### config.mk
export PLATFORM = sky130hd
export DESIGN_NAME = data_pipe_demux
export DESIGN_NICKNAME = d
export VERILOG_FILES = /design/src/rtl/data_pipe_demux.sv
export SDC_FILE = /design/constraint.sdc
export NUM_CORES = 1
export LEC_CHECK = 0
export ABC_CLOCK_PERIOD_IN_PS = 2900
export BUFFER_PORTS_ARGS = -buffer_cell sky130_fd_sc_hd__buf_4
export CAP_MARGIN = 10
export CORE_UTILIZATION = 46
export CTS_CLUSTER_SIZE = 14
export DETAILED_ROUTE_END_ITERATION = 12
export PLACE_DENSITY = 0.86
export SYNTH_ARGS = -nofsm -noshare
export SYNTH_HDL_FRONTEND = slang
export SYNTH_SLANG_ARGS = --single-unit
### constraint.sdc
create_clock -name clock -period 2.9 [get_ports clock]
set_input_delay 0.435 -clock clock [delete_from_list [all_inputs] [get_ports clock]]
set_output_delay 0.435 -clock clock [all_outputs]
set_load 0.02 [all_outputs]
### src/rtl/data_pipe_demux.sv
`default_nettype none
// ============================================================================
// Module      : data_pipe_demux
// Description : A 2-entry elastic buffer sitting between one valid/ready
//               upstream port (s00) and eight valid/ready downstream ports
//               (m00..m07). Words leave on the path that was active when
//               they were accepted. The active path may change only while
//               the buffer is empty and no word is entering it.
//               Port groups are flattened: index NN of m_valid / m_ready /
//               m_data corresponds to downstream port mNN.
// Revision    : 1.0 - initial release
// ============================================================================
module data_pipe_demux #(
    parameter int DSIZE = 8
) (
    input  logic                        clock,
    input  logic                        rst_n,
    input  logic                        clk_en,
    input  logic                        vld_sw,
    input  logic [2:0]                  sw,
    output logic [2:0]                  curr_path,
    // upstream (s00)
    input  logic                        s00_valid,
    output logic                        s00_ready,
    input  logic [DSIZE-1:0]            s00_data,
    // downstream (m00..m07)
    output logic [7:0]                  m_valid,
    input  logic [7:0]                  m_ready,
    output logic [7:0][DSIZE-1:0]       m_data
);

    // Occupancy of the buffer doubles as the controller state.
    typedef enum logic [1:0] {
        EMPTY = 2'd0,
        ONE   = 2'd1,
        FULL  = 2'd2
    } state_t;

    state_t             state_q;
    logic [2:0]         path_q;
    logic [DSIZE-1:0]   head_q;   // oldest stored word, presented downstream
    logic [DSIZE-1:0]   tail_q;   // second word, valid only when FULL

    logic               acc;      // upstream transfer this cycle
    logic               del;      // downstream transfer this cycle

    // Ready never looks at downstream, so a full buffer simply stalls upstream.
    assign s00_ready = vld_sw && (state_q != FULL);
    assign acc       = s00_valid && s00_ready && clk_en;
    assign del       = (state_q != EMPTY) && m_ready[path_q] && clk_en;
    assign curr_path = path_q;

    // Occupancy, storage and path register; reset wins over clk_en.
    always_ff @(posedge clock) begin
        if (!rst_n) begin
            state_q <= EMPTY;
            path_q  <= 3'd0;
            head_q  <= '0;
            tail_q  <= '0;
        end else if (clk_en) begin
            case (state_q)
                EMPTY: begin
                    if (acc) begin
                        head_q  <= s00_data;
                        state_q <= ONE;
                    end else begin
                        // Only an idle, empty buffer may switch paths.
                        path_q  <= sw;
                    end
                end
                ONE: begin
                    if (acc && del) begin
                        // New word becomes head immediately: no bubble.
                        head_q  <= s00_data;
                    end else if (acc) begin
                        tail_q  <= s00_data;
                        state_q <= FULL;
                    end else if (del) begin
                        state_q <= EMPTY;
                    end
                end
                FULL: begin
                    // acc cannot occur here because ready is low.
                    if (del) begin
                        head_q  <= tail_q;
                        state_q <= ONE;
                    end
                end
                default: state_q <= EMPTY;
            endcase
        end
    end

    // Only the active path sees the head word; all others are held at zero.
    genvar gi;
    generate
        for (gi = 0; gi < 8; gi++) begin : g_out
            assign m_valid[gi] = (state_q != EMPTY) && (path_q == 3'(gi));
            assign m_data[gi]  = m_valid[gi] ? head_q : '0;
        end
    endgenerate

endmodule
`default_nettype wire

# == Yosys cells after proc, flatten, opt, wreduce, memory -nomap -nowiden ==
# Index checks and enable logic that the tools add are counted.
# op_classes
n_reduce_logical,22
magnitude_cmp,1
n_bitwise,2
muxes,20
eq_ne,15
# ops
operator,count
$mux W8,11
$pmux W8 S3,1
$logic_and A1 B1 Y1,14
$eq A3 B3 Y1 const B,4
$mux W2,5
$ne A2 B2 Y1 const B,5
$reduce_and A5 Y1,2
$eq A3 B2 Y1 const B,2
$pmux W2 S3,1
$lt A3 B4 Y1 const B,1
$reduce_and A4 Y1,1
$bmux W1 S3,1
$eq A3 B1 Y1 const B,1
$logic_not A3 Y1,1
$ne A3 B3 Y1 const B,1
$reduce_and A3 Y1,1
$reduce_bool A3 Y1,1
$eq A2 B1 Y1 const B,1
$eq A2 B2 Y1 const B,1
$logic_not A2 Y1,1
$not A1 Y1,2
$reduce_bool A2 Y1,1
$mux W1,1
# totals
in_bits,24
word_cells,64
regBits,21

# == Logic depth before layout (Yosys ltp) ==
# depth
depth_word,8
ltp_mapped,8
ltp_nobuf,5

# == Worst setup path before layout ==
# OpenSTA, ideal clock, no wires.
# synth_path
kind,register -> output
start,"register path_q[1], in the netlist curr_path[1]"
end,output port m_data[16] (netlist name)
arrival_time_ns,1.822
stages_incl_launch_ff,5
setup_slack_ns,0.643
path_cell_list,dfxtp_1 -> buf_6 -> o21ai_0 -> nor3_1 -> and2_1
# synth_lines
element,line,text
"start, declared",40,logic [2:0] path_q;
"start signal, assigned",68,path_q <= sw;
"end, declared",29,output logic [7:0][DSIZE-1:0] m_data

==> reports/results.txt <==
status - finished, final reports clean
Post-Synth Simple-Gate Area - 43.0%
via count - 1731
Worst-Skew Late Latency - 0.30 ns
IO Count - 100
Final Skew - 0.00192 ns
Hold-fix buffers, CTS - 0
Avg Inst Size Synth - 7.90 µm²
Setup crit start kind - flip-flop
FF/Latch Area - 420 µm²
placed cell area - 2320 µm²
post-synthesis mux area share - 10.2%
final core utilization - 75.0%
largest family of logic cells by synthesized area - simple AND/OR/NAND/NOR gates
kind of critical path - reg2out
core area - 3130 µm²
die area - 3640 µm²
number of max-cap violations - 0
Syn Nets - 222
routed vias/inst - 5.12
Num CTS Buffers - 3
# rows - 20
crit-path most repeated cell - nor2_1
DRT iter0 DRCs - 65
area delta synth->final - 50.1%
CTS root buf - clkbuf_4
count of flip-flops with a built-in enable after synthesis - 0
share of the clock period used by the worst path - 84.7%
Multi-input gate area - 1080 µm²
Max IR drop VDD - 0.289 mV
drc violations - 0
RSZ-0062 raised after global routing - false
Hold Path Class - in2reg
setup_tns - 0 ns
die width - 60.3 µm
WL/cell - 13.9 µm
post-CTS setup buffers - 0
pre-CTS setup slack - 0.799 ns
GRT Total Usage - 25.0%
Final setup viols - 0
Mapped Area - 1560 µm²
post-DP HPWL - 3670 µm
# diodes - 0
starting density of the core - 50.0%
Worst Tran Pin Value - 0.645 ns
vias in the first global route - 1411
PortBufs - 99
Slew Limit Fails - 0
clock slew at reported path FFs - 0.12 ns
Relative slew margins - 57.0%
Yosys top cell by area - dfxtp_1
share of cells above drive strength 1 - 38.4%
crit path DAT - 2.02 ns
H-tree levels - 1
critical-path cell list - nor2_1 > or2_2 > nor2_1 > and2_1 > buf_4
Synth Area in Compound Gates - 15.9%
top_reg_cell synth - dfxtp_1
post-route setup slack - 0.445 ns
Bufs on Longest Clock Path - 2
Post-synth ARST share - 0%
CP top delay family - simple AND/OR/NAND/NOR gates
total wire length - 4690 µm
Synth top area share - 26.9%
Buf/Inv on CP - 1
Synth area leaders - dfxtp_1 (27%), and2_1 (26%), mux2i_1 (8.3%), o311a_1 (5.1%), nand2_1 (3.8%)
Cell Pwr Density - 258 nW/µm²
TritonCTS clock tree - built
Post-Synthesis Cells - 198
Slowest-stage cell, CP - dfxtp_1
cell area after layout - 2350 µm²
First-pass DRT Iterations - 4
largest net degree at the start of global routing - 30
synthesized-area fraction occupied by adder cells - 0%
initial antenna violation count - 0
Hold Vio Cnt, Final - 0
share of the yosys chip area belonging to registers - 26.9%
Period minus WS final - 2.45 ns
Max stage delay on crit path - 0.49 ns
Leak Pwr - 1.21 nW
Post-DRT Antenna Nets - 0
xor/xnor cell area share of the yosys netlist - 0%
Final nets - 319
first-pass GRT wire length - 6980 µm
Required @ worst endpoint - 2.47 ns
Critical Path Fanout Max - 9
fmax - 407 MHz
synth warn - 0
Yosys reg bits - 21
Fill cells - 248
Crit. End Element - primary output
grt ovf - 0
die height - 60.3 µm
routability cong. - 0.846
number of library cell types mapped by synthesis - 32
Sink Count - 21
cts repair resizes - 0
## cells by family (layout without fill, tap and decap cells)
group	after synthesis	after routing
DFF	21	21
muxes	15	15
and+or+nand+nor	116	116
AOI/OAI and AO/OA	36	36
buffers and inverters	10	106
## layout make-up
class                   instances  share of cell area (%)
well taps                      44                    2.35
clock buffers                   3                   0.959
multi-input cells             167                    46.1
clock inverters                 1                   0.213
flip-flops and latches         21                    17.9
inverters                       1                   0.160
repair buffers                101                    32.3
## worst register-to-register path: cells and delay by family, from the launching register on
| kind | cells | cell delay (ns) |
|---|---|---|
| AOI/OAI and AO/OA | 3 | 0.94 |
| DFF | 1 | 0.55 |
| muxes | 1 | 0.34 |
## placed cells by master, fill, tap and decap left out, types with 2 or more instances in the layout
cell type	count
dfxtp_1	21
nand3_1	9
clkbuf_4	3
mux2i_1	13
nand2_1	16
nor2b_1	5
nand4_1	2
nor3_1	2
mux2_4	2
o21ai_0	10
a21oi_1	2
nand2b_1	3
o311a_1	8
and2_1	65
nor2_1	8
buf_4	101
o21ai_1	10
## Yosys cell counts, types with 3 or more instances
cell / count
o311a_1: 8
and2_1: 65
o21ai_1: 10
nand2_1: 16
mux2i_1: 13
buf_6: 3
clkbuf_1: 4
nor2b_1: 5
nand2b_1: 3
o21ai_0: 10
nor2_1: 8
nand3_1: 9
dfxtp_1: 21
## power by group
group / internal [W] / switching (W) / total (W) / leakage [nW]
clock network: 0.0000515 / 0.0000912 / 0.000143 / 0.0177
logic: 0.0000685 / 0.0000678 / 0.000136 / 1.02
registers: 0.000301 / 0.0000259 / 0.000327 / 0.171
## routing by layer
layer	part of all wire [%]	track usage, %	vias to the layer above	wire (µm)
met4	0.41	5.32	0	19
met1	45	34.4	784	2100
met5	0	0	-	0
met2	47	41.1	70	2230
met3	7.4	3.90	4	348
li1	-	-	873	-
## registers in the layout (all words and copies together) (netlist names)
register	count
tail_q	8
head_q	8
curr_path	3
state_q	2
## through the flow
| step | cells | total power [W] | hold WS, ns |
|---|---|---|---|
| 6_report | 338 | 0.000606 | 0.346 |
| 5_1_grt | 338 | 0.000644 | 0.320 |
| 4_1_cts | 338 | 0.000609 | 0.340 |
| 3_5_place_dp | 334 | 0.000469 | 0.444 |
| 3_3_place_gp | 334 | 0.000466 | 0.436 |
| 2_1_floorplan | 198 | 0.000410 | 0.428 |
## worst paths after layout
path                 from  cells past startpoint  slack (ns)          to
max            state_q[1]                      5        0.45  m_data[34]
min           s00_data[7]                      3        0.35   tail_q[7]
max reg2reg  curr_path[1]                      4        0.94   tail_q[3]
min reg2reg     tail_q[1]                      2        0.46   tail_q[1]
No activity file was read; power rests on OpenSTA's default activity.
